===== config.mk =====
export PLATFORM = sky130hd
export DESIGN_NAME = plab4_net_router_output_ctrl
export DESIGN_NICKNAME = d
export VERILOG_FILES = /design/src/rtl/plab4_net_router_pkg.sv /design/src/rtl/plab4_net_rr_arb3.sv /design/src/rtl/plab4_net_router_output_ctrl.sv
export SDC_FILE = /design/constraint.sdc
export NUM_CORES = 1
export LEC_CHECK = 0
export ABC_AREA = 1
export ABC_CLOCK_PERIOD_IN_PS = 1500
export CORE_AREA = 4 4 41 43
export DETAILED_ROUTE_END_ITERATION = 8
export DIE_AREA = 0 0 45 47
export SETUP_SLACK_MARGIN = 0.15
export SYNTH_ARGS = -nofsm -noshare
export SYNTH_HDL_FRONTEND = slang
export SYNTH_HIERARCHICAL = 1
export SYNTH_SLANG_ARGS = --single-unit

===== constraint.sdc =====
create_clock -name clk -period 1.5 [get_ports clk]
set_input_delay 0.3 -clock clk [delete_from_list [all_inputs] [get_ports clk]]
set_output_delay 0.3 -clock clk [all_outputs]
set_load 0.02 [all_outputs]

===== src/rtl/plab4_net_router_pkg.sv =====
// Shared ring-router definitions: port indices, one-hot port masks and route encodings.
package plab4_net_router_pkg;

    localparam int NUM_PORTS = 3;
    localparam int PORT_PREV = 0;
    localparam int PORT_TERM = 1;
    localparam int PORT_NEXT = 2;

    localparam logic [2:0] MASK_PREV = 3'b001 << PORT_PREV;
    localparam logic [2:0] MASK_TERM = 3'b001 << PORT_TERM;
    localparam logic [2:0] MASK_NEXT = 3'b001 << PORT_NEXT;

    typedef enum logic [1:0] {
        ROUTE_PREV = 2'd0,
        ROUTE_TERM = 2'd1,
        ROUTE_NEXT = 2'd2,
        ROUTE_NONE = 2'd3
    } route_t;

    // Priority after a grant moves to the port just above the winner, wrapping around.
    function automatic logic [2:0] rotate_prio(input logic [2:0] grants);
        return {grants[1], grants[0], grants[2]};
    endfunction

    // Pick the first requester among three one-hot masks, taken in the given order.
    function automatic logic [2:0] pick3(input logic [2:0] reqs,
                                         input logic [2:0] first,
                                         input logic [2:0] second,
                                         input logic [2:0] third);
        if ((reqs & first) != 3'b000) begin
            return first;
        end else if ((reqs & second) != 3'b000) begin
            return second;
        end else if ((reqs & third) != 3'b000) begin
            return third;
        end else begin
            return 3'b000;
        end
    endfunction

endpackage


===== src/rtl/plab4_net_rr_arb3.sv =====
// Combinational three-way round-robin search: grants the first request at or above the prio bit.
import plab4_net_router_pkg::*;

module plab4_net_rr_arb3 (
    input  logic       en,
    input  logic [2:0] reqs,
    input  logic [2:0] prio,
    output logic [2:0] grants
);

    // Circular search order is selected by the one-hot priority pointer.
    always_comb begin
        grants = 3'b000;
        if (en) begin
            case (prio)
                MASK_TERM: grants = pick3(reqs, MASK_TERM, MASK_NEXT, MASK_PREV);
                MASK_NEXT: grants = pick3(reqs, MASK_NEXT, MASK_PREV, MASK_TERM);
                default:   grants = pick3(reqs, MASK_PREV, MASK_TERM, MASK_NEXT);
            endcase
        end else begin
            grants = 3'b000;
        end
    end

endmodule


===== src/rtl/plab4_net_router_output_ctrl.sv =====
// Ring-router output port control: round-robin grant plus optional downstream credit tracking.
// Credit logic is present only when PLAB4_NET_ROUTER_OUTPUT_CTRL_CREDIT_EN is defined.
import plab4_net_router_pkg::*;

module plab4_net_router_output_ctrl #(
    parameter int p_num_credits    = 3,
    parameter int p_num_free_nbits = 2
) (
    input  logic                        clk,
    input  logic                        reset,
    input  logic [2:0]                  reqs,
    output logic [2:0]                  grants,
    output logic                        out_val,
    input  logic                        out_rdy,
    input  logic                        credit_return,
    output logic [p_num_free_nbits-1:0] num_free,
    output logic                        credit_err
);

    localparam logic [p_num_free_nbits-1:0] CREDITS_MAX = p_num_free_nbits'(p_num_credits);

    logic [2:0] prio_r;
    logic       arb_en_s;
    logic       xfer_s;

`ifdef PLAB4_NET_ROUTER_OUTPUT_CTRL_CREDIT_EN
    localparam logic [p_num_free_nbits-1:0] CREDIT_ONE  = p_num_free_nbits'(32'd1);
    localparam logic [p_num_free_nbits-1:0] CREDIT_ZERO = p_num_free_nbits'(32'd0);

    logic [p_num_free_nbits-1:0] credits_r;
    logic                        credit_err_r;

    // Reset gates grants directly so a flit offered during reset is never counted as sent.
    assign arb_en_s = reset & out_rdy & (credits_r != CREDIT_ZERO);

    // Credit counter: a send and a return in the same cycle cancel; returns past full are flagged.
    always_ff @(posedge clk or negedge reset) begin
        if (!reset) begin
            credits_r    <= CREDITS_MAX;
            credit_err_r <= 1'b0;
        end else begin
            case ({xfer_s, credit_return})
                2'b10: begin
                    credits_r    <= credits_r - CREDIT_ONE;
                    credit_err_r <= credit_err_r;
                end
                2'b01: begin
                    if (credits_r == CREDITS_MAX) begin
                        credits_r    <= credits_r;
                        credit_err_r <= 1'b1;
                    end else begin
                        credits_r    <= credits_r + CREDIT_ONE;
                        credit_err_r <= credit_err_r;
                    end
                end
                default: begin
                    credits_r    <= credits_r;
                    credit_err_r <= credit_err_r;
                end
            endcase
        end
    end

    assign num_free   = credits_r;
    assign credit_err = credit_err_r;
`else
    logic unused_credit_return_s;

    assign arb_en_s               = reset & out_rdy;
    assign num_free               = CREDITS_MAX;
    assign credit_err             = 1'b0;
    assign unused_credit_return_s = credit_return;
`endif

    plab4_net_rr_arb3 u_arb (
        .en     (arb_en_s),
        .reqs   (reqs),
        .prio   (prio_r),
        .grants (grants)
    );

    assign out_val = |grants;
    assign xfer_s  = out_val & out_rdy;

    // Priority pointer advances past the winner only on an actual transfer.
    always_ff @(posedge clk or negedge reset) begin
        if (!reset) begin
            prio_r <= MASK_PREV;
        end else if (xfer_s) begin
            prio_r <= rotate_prio(grants);
        end else begin
            prio_r <= prio_r;
        end
    end

endmodule


Word level (Yosys, flattened, before mapping)

Index checks and enable logic that the tools add are counted.

Bits in writable memories: 0
Input port bits: 7
Output and inout port bits: 7
Word-level logic and storage cells: 17
Register bits after elaboration: 3
Bits in latches: 0
Memories kept: 0
Bits in read-only memories: 0

$mul: 0
Shifts and indexed selects: 0
Bitwise operators: 2
Divide/modulo/power cells: 0
$lt $le $gt $ge: 0
Multiplexer cells: 11
Reduce and logical (&&, ||, !) cells: 1
Add/subtract/negate cells: 0
Eq/ne operators: 2

Operator list:

| kind                 | number |
|---|---|
| $mux W3              | 8 |
| $pmux W3 S2          | 1 |
| $eq A3 B2 Y1 const B | 1 |
| $eq A3 B3 Y1 const B | 1 |
| $reduce_or A3 Y1     | 1 |
| $and A1 B1 Y1        | 2 |
| $mux W2              | 1 |
| $mux W1              | 1 |

Logic depth before layout (Yosys ltp)

Gate-level depths: netlist of the first run.

Depth in word-level cells: 7
Depth in mapped cells: 10
Depth with buffers taken out: 10

Cells and area by module

The synthesis of the first run kept the hierarchy.

By module, submodules not included:

| module                       | instances | area each (µm²) | cells an instance | seq. area each (µm²) |
|---|---|---|---|---|
| plab4_net_router_output_ctrl | 1         | 170.2           | 23                | 76.3 |
| plab4_net_rr_arb3            | 1         | 78.8            | 18                | 0.0 |

Least setup slack after synthesis of the first run

No wires, ideal clock.

Kind: register to output
From: register prio_r[0]
To: output port out_val
Slack: -0.070 ns
Data required time: 1.200 ns
Path buffers: 0
Arrival time: 1.270 ns
Stages on the path, launching flop included: 7
Cell sequence: dfstp_2 nor2_1 nand2_1 o21ai_0 nor2_1 nor2_2 nand2_2

Word-level cells in the longest chain between the ends: 4

Ends and longest elaborated chain:

| element                                             | line                               | source |
|---|---|---|
| start, declared                                     | plab4_net_router_output_ctrl.sv:22 | `logic [2:0] prio_r;` |
| start signal, assigned                              | plab4_net_router_output_ctrl.sv:90 | `prio_r <= rotate_prio(grants);` |
| start signal, assigned                              | plab4_net_router_output_ctrl.sv:92 | `prio_r <= prio_r;` |
| $eq A3 B3 Y1 / $eq A3 B2 Y1 (equally long branches) | --                                 |  |
| $pmux W3 S2 (*)                                     | plab4_net_rr_arb3.sv:15            | `case (prio)` |
| $mux W3 (*)                                         | plab4_net_rr_arb3.sv:14            | `if (en) begin` |
| via grants[1]                                       | plab4_net_router_output_ctrl.sv:12 | `output logic [2:0] grants,` |
| $reduce_or A3 Y1 (*)                                | plab4_net_router_output_ctrl.sv:82 | `assign out_val = \|grants;` |
| end, declared                                       | plab4_net_router_output_ctrl.sv:13 | `output logic out_val,` |

Mark *: on every way through the listed nets, which the timed path passes. The rest lies on a longest branch.

Worst setup path after layout of the first run

From: register prio_r[0]
To: output port out_val

Word-level cells in the longest chain between the ends: 4

Ends and longest elaborated chain:

| element                                             | line |
|---|---|
| $eq A3 B3 Y1 / $eq A3 B2 Y1 (equally long branches) | -- |
| $pmux W3 S2 (*)                                     | plab4_net_rr_arb3.sv:15 |
| $mux W3 (*)                                         | plab4_net_rr_arb3.sv:14 |
| $reduce_or A3 Y1 (*)                                | plab4_net_router_output_ctrl.sv:82 |

Mark *: on every way between the ends. The rest lies on a longest branch, timed or not.

==> results.cfg, run 1 <==
[floorplanning]
die_h_um = 47
die_x_um = 45
rows = 13
start_util = 0.191
core_area_mm2 = 0.00130
die-area_mm2 = 0.00212
ioPinCount = 14

[sta]
hold_violations = 0
fin_tns_setup_ns = -1.51
setup_slack_ns = -0.291
drv_slew = 0
fmax_ghz = 0.558
setup_viol = 7
fin_worst_skew_ns = 0.0000853
rsz0062_at_grt = yes
finalCriticalPeriod_ns = 1.79
period_share = 1.19

[critical_path]
arrival_ns = 1.49
slowest_delay_ns = 0.53
crit_path_frequent_cell = nor2_4
r2r_start = prio_r[1]
endpoint_kind = output port
path_class = register to output port
crit_path_cell_trace = nor2_1 > nand2_1 > buf_4 > o21ai_4 > nor2_4 > nor2_4 > nand2_4 > buf_6
path_max_fanout = 3
rrSetupSlack_ns = -0.20
crit_slowest_cell = dfstp_2
reg2reg_depth = 13
startpoint_type = register
cp_data_required_time_ns = 1.20
r2r-end = prio_r[0]

[global_route]
grt_max_degree = 5
grt-ovfl-total = 0
grt_pass1_wl_um = 1120
grt_pass1_vias = 311
antenna_found_initial = 0
grt_usage = 0.0752

[routing]
routed_via_density = 4.04
ant_nets = 0
route.vias.total = 315
routed_wl_um = 764
routedWlPerCell_um = 9.79
first_iter_violations = 0
drt-pass1-iter-count = 1
drc = 0

[cells_and_area]
reg.largest.list = prio_r x3
mostFrequentLayoutCells = nand2_1, buf_4, buf_6
largest-register = prio_r
largest_reg_flops = 3
nNetsFinal = 71
final_common_cell = nand2_1
antenna_cells = 0
area_delta_synth_final_pct = 113
fillerInstances = 156
drive_above_1_share = 0.524

[synthesis]
ys_seq_area_frac = 0.307
syn_area_per_cell_um2 = 6.07
synth_area_um2 = 249
synth_cells = 41
synth.area.top_cells = nand2_1, dfrtp_1, dfstp_2, buf_4, nor2_1
synth_top_area_frac = 0.256
yosys.area.top_type = nand2_1
synth_cell_types = 13
ys_ff_latch = 3
yosys_warnings = 6

[run_status]
outcome = finished with violations
violations = setup timing

[power]
total_power_uw = 701
p_leak_uw = 0.000264
power_density_mw_per_mm2 = 1320
peakVddDrop_mv = 0.619

[clocking]
clk_pin_slew_ns = 0.04
cts_buffers = 3
cts_sinks = 3
root_buffer = clkbuf_4
clock_latency_ns = 0.24
htreeDepth = 1
postCtsHoldBufs = 0
cts.path.max_buffers = 2
tritoncts = done

[place]
gp_congestion = 0.684
port_buffers = 9
place_hpwl_um = 510

[flow_run]
cap_violations = 0

[worst_hold_path]
hold_class = input pin to async pin
[where the power goes]
part	leakage, µW	switching [µW]	internal, µW
Combinational	0.000213	204	193
Clock	0.0000150	47.6	100
Sequential	0.0000356	29.9	126
Total	0.000264	282	419
[stage by stage]
stage                     setup slack [ns]  instances  instance area [µm²]  utilization  hold slack (ns)
after floorplan                     0.0631         42                  290            -          0.00441
after global placement              -0.720         69                  422        0.324            0.455
after detailed placement            -0.714         69                  422        0.324            0.461
after CTS                           -0.296         76                  495        0.381            0.335
after global routing                -0.367         78                  531        0.408            0.345
final                               -0.291         78                  531        0.408            0.342
[cell type report]
| type | count | area [µm²] | area share |
|---|---|---|---|
| Clock buffer | 4 | 26.3 | 0.0495 |
| Inverter | 4 | 15.0 | 0.0283 |
| Multi-Input combinational cell | 32 | 205 | 0.387 |
| Sequential cell | 3 | 76.3 | 0.144 |
| Tap cell | 15 | 18.8 | 0.0354 |
| Timing Repair Buffer | 20 | 189 | 0.356 |
[timing repair]
| action | in CTS | in global routing |
|---|---|---|
| resized for setup | 30 | 5 |
| endpoints found under the hold margin | 0 | 0 |
| buffers inserted | 3 | 2 |
| pin swaps | 9 | 7 |
| setup endpoints to repair | 7 | 7 |
[per-layer routing]
layer | global-route usage | share of wire
met1 | 0.0732 | 0.35
met2 | 0.133 | 0.54
met3 | 0.0268 | 0.092
met4 | 0.0526 | 0.014
met5 | 0 | 0
[synthesized netlist by cell type]
cell type / n
nand2_1: 17
nor2_1: 5
inv_1: 4
buf_4: 3
conb_1: 2
dfrtp_1: 2
nand2_2: 2
a21oi_2: 1
dfstp_2: 1
nand3_1: 1
nand3b_1: 1
nor2_2: 1
o21ai_0: 1
[how the worst max path moves through the flow]
stage,from,end,slack (ns)
floorplan,prio_r[0],out_val,0.06
global placement,reset,out_val,-0.72
detailed placement,reset,out_val,-0.71
CTS,prio_r[0],out_val,-0.30
global route,prio_r[1],out_val,-0.37
finish,prio_r[0],out_val,-0.29
[worst max-delay path: cells and delay by family (launching register included)]
kind | cells | cell delay [ns]
AO/OA/AOI/OAI | 1 | 0.05
flip-flops | 1 | 0.53
buffers and inverters | 2 | 0.24
AND/OR/NAND/NOR | 5 | 0.43
[cells by family after synthesis]
family	after synthesis	share of synthesized area
other	2	0.0302
flip-flops	3	0.307
AO/OA/AOI/OAI	2	0.0553
AND/OR/NAND/NOR	27	0.457
buffers and inverters	7	0.151
No activity file was read; power rests on OpenSTA's default activity.
==> run 2, diff against run 1 <==
ABC_AREA = default   (was 1)
==> run 2 against run 1 <==
Synthesized area up 0.50%. Largest power group unchanged. Flip-flop and latch count unchanged. Non-clock buffer count rose by 9. Total power grew 23%. Clock skew grew 0.0035 ns. The flow still finishes with violations (setup timing).
==> results.cfg, run 2 <==
[sta]
fin_worst_skew_ns = 0.00355
setup_slack_ns = -0.510
rsz0062_at_grt = yes
period_share = 1.34
hold_violations = 0
finalCriticalPeriod_ns = 2.01
fmax_ghz = 0.498
drv_slew = 0
hold_ws_ns = 0.336
setup_viol = 7

[clocking]
tritoncts = done
cts_sinks = 3
clock_latency_ns = 0.23
cts.path.max_buffers = 2
postCtsHoldBufs = 0
root_buffer = clkbuf_4
htreeDepth = 1
cts_buffers = 3
clk_pin_slew_ns = 0.04

[synthesis]
synth-async-reset-ratio = 1.00
ys_ff_latch = 3
yosys_warnings = 6
synth_edf_count = 0
synth_top_area_frac = 0.200
synth_cells = 29
synth_cell_types = 20
synth_top_flop_cell = dfrtp_1
yosys.area.top_type = dfrtp_1
synth_area_um2 = 250
synth.area.top_cells = dfrtp_1, dfstp_2, a22o_1, buf_4, o21ai_1
syn_area_per_cell_um2 = 8.63
ys_seq_area_frac = 0.305
synth_common_cells = a22o_1, buf_4, o21ai_1

[critical_path]
crit_slowest_cell = clkdlybuf4s50_1
path_class = input pin to output port
path_max_fanout = 2
arrival_ns = 1.71
slowest_delay_ns = 0.52
cpLargestDelayFamily = buffers and inverters
endpoint_kind = output port
r2r_start = prio_r[2]
cp_data_required_time_ns = 1.20
crit_start = reqs[2]
startpoint_type = input pin
cp_num_buf_inv = 2
rrSetupSlack_ns = -0.20
crit_path_cell_trace = clkdlybuf4s50_1 > a31oi_2 > o2111a_1 > or3_4 > buf_6

[cells_and_area]
final_common_cell = buf_4
drive_above_1_share = 0.633
antenna_cells = 0
area_delta_synth_final_pct = 133
seq_area_um2 = 76.3
largest_reg_flops = 3
design_area_um2 = 584
multi_input_area_um2 = 198
nNetsFinal = 68
largest-register = prio_r
mostFrequentLayoutCells = buf_4, buf_6
fillerInstances = 137
reg.largest.list = prio_r x3

[floorplanning]
die-area_mm2 = 0.00212
die_h_um = 47
ioPinCount = 14
core_area_mm2 = 0.00130
die_x_um = 45
rows = 13
start_util = 0.192

[global_route]
grt_pass1_vias = 358
grt_usage = 0.0982
grt-ovfl-total = 0
antenna_found_initial = 0
grt_pass1_wl_um = 1380
grt_max_degree = 7

[place]
post-place-ws_ns = -0.938
gp_congestion = 0.687
place_hpwl_um = 545
port_buffers = 9
place_area_um2 = 470

[power]
power_density_mw_per_mm2 = 1470
p_leak_uw = 0.000277
peakVddDrop_mv = 0.530

[routing]
routed_via_density = 4.64
first_iter_violations = 2
routed_wl_um = 930
routedWlPerCell_um = 12.4
drt-pass1-iter-count = 3
drc = 0
route.vias.total = 348
ant_nets = 0

[flow_run]
cap_violations = 0

[worst_hold_path]
hold_class = input pin to async pin

[run_status]
outcome = finished with violations
violations = setup timing
[run 2: changes by cell type after synthesis, sizes merged, moves of 2 or more]
cell and delta:
o21ai +3, nor3b +2, nand2 -18, inv -3, a22o +4, nor2 -5
[run 2: logic make-up after synthesis]
logic type | count (synthesis) | synth area share
flip-flops | 3 | 0.305
other | 2 | 0.0300
buffers and inverters | 4 | 0.105
AO/OA/AOI/OAI | 12 | 0.355
XOR/XNOR | 1 | 0.0350
AND/OR/NAND/NOR | 7 | 0.170
[run 2: cell type report]
class                      count  area share
clock buffer                   4      0.0450
inverter                       1     0.00642
multi-input combinational     23       0.338
sequential                     3       0.131
tap                           15      0.0321
timing repair buffer          29       0.448
[run 2: worst paths after layout]
path	end	cells past startpoint
max in group asynchronous	prio_r[0]	2
hold reg to reg	prio_r[1]	2
setup / recovery	out_val	5
hold / removal	prio_r[1]	2
setup reg to reg	prio_r[2]	8
min in group clk	prio_r[1]	2
[run 2: where the power goes]
part / total [µW] / switching (µW) / internal [µW]
combinational: 533 / 208 / 325
sequential: 181 / 48.1 / 133
clock: 145 / 45.6 / 99.9
total: 859 / 302 / 558
[run 2: per-stage QoR]
stage | util | instances | setup TNS, ns | power (µW)
2_1_floorplan | - | 30 | -0.278 | 385
3_3_place_gp | 0.362 | 64 | -3.94 | 581
3_5_place_dp | 0.362 | 64 | -3.93 | 582
4_1_cts | 0.430 | 73 | -2.06 | 835
5_1_grt | 0.449 | 75 | -2.68 | 915
6_report | 0.449 | 75 | -2.27 | 859
[run 2: routing by layer]
metal | vias up | routed length (µm) | track usage
met3 | 2 | 38 | 0.0307
met2 | 9 | 505 | 0.158
met1 | 172 | 366 | 0.0892
met5 | - | 0 | 0
li1 | 165 | - | -
met4 | 0 | 19 | 0.123
[run 2: repair_timing]
| action | CTS | global route |
|---|---|---|
| setup endpoints to repair | 7 | 7 |
| buffers inserted | 5 | 2 |
| pin swaps | 5 | 1 |
| resized for setup | 33 | 2 |
| hold endpoints to repair | 0 | 0 |
==> run 3, diff against run 2 <==
DONT_BUFFER_PORTS = 1   (was default)
==> run 3 against run 2 <==
The run still ends with setup timing left. Setup slack gained 0.083 ns. Combinational power shrank 15%. Sequential share of layout area grew 3.4 points. Die area is the same. Clock power is essentially flat. Critical path type is now register to output port.
==> results.cfg, run 3 (synthesis results as in run 2) <==
[global_route]
antenna_found_initial = 0
grt_pass1_vias = 247
grt_max_degree = 8
grt-ovfl-total = 0
grt_pass1_wl_um = 1040
grt_usage = 0.0744

[clocking]
htreeDepth = 1
root_buffer = clkbuf_4
cts.path.max_buffers = 2
clk_pin_slew_ns = 0.04
clock_latency_ns = 0.23
cts_buffers = 3
cts_sinks = 3
tritoncts = done

[routing]
routed_via_density = 4.26
route.vias.total = 264
ant_nets = 0
drc = 0
drt-pass1-iter-count = 4
routed_wl_um = 691
routedWlPerCell_um = 11.1
first_iter_violations = 7

[floorplanning]
start_util = 0.192
rows = 13
ioPinCount = 14
die_x_um = 45
die-area_mm2 = 0.00212
die_h_um = 47
core_area_mm2 = 0.00130

[critical_path]
r2r_start = prio_r[0]
endpoint_kind = output port
startpoint_type = register
reg2reg_depth = 8
rrSetupSlack_ns = -0.16
cp_data_required_time_ns = 1.20
crit_slowest_cell = dfstp_2
path_class = register to output port
slowest_delay_ns = 0.56
arrival_ns = 1.63
path_max_fanout = 4
crit_path_cell_trace = nor3b_2 > o311a_4 > or3_4
r2r-end = prio_r[1]

[worst_hold_path]
min_to = prio_r[2]
hold_class = input pin to register
hold_path_depth = 1
hp-start = out_rdy

[sta]
hold_violations = 0
setup_viol = 7
rsz0062_at_grt = yes
period_share = 1.28
drv_slew = 0
fmax_ghz = 0.519
fin_worst_skew_ns = 0.00220
finalCriticalPeriod_ns = 1.93
setup_slack_ns = -0.427

[power]
total_power_uw = 782
internal_power_uw = 516
p_sw_uw = 266
peakVddDrop_mv = 0.507
clkPwrFrac = 0.183
p_leak_uw = 0.000214
p_sw_frac = 0.340
power_density_mw_per_mm2 = 1660
p_seq_frac = 0.234
combPwrFrac = 0.583

[cells_and_area]
design_area_um2 = 472
largest-register = prio_r
antenna_cells = 0
largest_reg_flops = 3
final_common_cell = buf_4
reg.largest.list = prio_r x3
stdcell_count = 62
area_delta_synth_final_pct = 88.5
mostFrequentLayoutCells = buf_4, buf_6, a22o_1, conb_1, clkbuf_4
drive_above_1_share = 0.617
nNetsFinal = 55

[flow_run]
cap_violations = 0

[run_status]
outcome = finished with violations
violations = setup timing

[place]
place_area_um2 = 358
dpl.cell_count = 52
port_buffers = 0
gp_congestion = 0.704
place_hpwl_um = 497
-- run 3: cell types whose count changed in the layout (fill, tap and decap cells not counted), moves of 2 or more --
| cell | delta |
|---|---|
| buf_6 | -3 |
| buf_4 | -6 |
| clkdlybuf4s50_1 | -3 |
| dlygate4sd2_1 | -2 |
-- run 3: cell type report --
class	instances	area, µm²
fillers	146	830
multi-input cells	23	200
repair buffers	16	145
flip-flops and latches	3	77.6
clock buffers	4	26.3
well taps	15	18.8
inverters	1	3.75
-- run 3: routing by layer --
metal | track usage | wire length (µm) | share of wire | vias to the layer above
met5 | 0 | 0 | 0 | -
met4 | 0.105 | 0 | 0 | 0
met3 | 0.0230 | 60 | 0.087 | 0
met2 | 0.110 | 370 | 0.54 | 9
met1 | 0.0709 | 260 | 0.38 | 118
li1 | - | - | - | 137
-- run 3: how the worst max path moves through the flow --
stage | start | to | slack [ns]
finish | prio_r[0] | out_val | -0.43
global route | prio_r[0] | out_val | -0.47
CTS | prio_r[1] | out_val | -0.43
detailed placement | prio_r[1] | out_val | -0.17
global placement | prio_r[1] | out_val | -0.18
floorplan | prio_r[1] | out_val | -0.28
-- run 3: critical path, delay by kind of cell, from the launching register on --
kind	cells	cell delay, ns
and+or+nand+nor	2	0.49
DFF	1	0.56
AOI/OAI and AO/OA	1	0.35
-- run 3: what timing repair did --
action                                  CTS  global route
buffers inserted                          3             2
resized for setup                         6             5
hold endpoints to repair                  3             0
endpoints found under the setup margin    7             7
hold buffers                              1             0
pin swaps                                 4             5
-- run 3: power groups by stage --
stage / Combinational (µW) / Clock [µW] / Sequential, µW
final: 455 / 143 / 183
after global routing: 482 / 161 / 196
after CTS: 410 / 148 / 180
after detailed placement: 354 / 0 / 175
after global placement: 352 / 0 / 173
after floorplan: 205 / 0 / 179
-- run 3: metrics by stage --
stage | setup TNS, ns | hold slack [ns] | setup WS, ns | utilization
finish | -1.75 | 0.207 | -0.427 | 0.363
global route | -2.24 | 0.195 | -0.469 | 0.363
CTS | -1.56 | 0.203 | -0.428 | 0.338
detailed placement | -0.304 | 0.00454 | -0.174 | 0.275
global placement | -0.285 | 0.00453 | -0.176 | 0.275
floorplan | -0.278 | 0.00441 | -0.278 | -
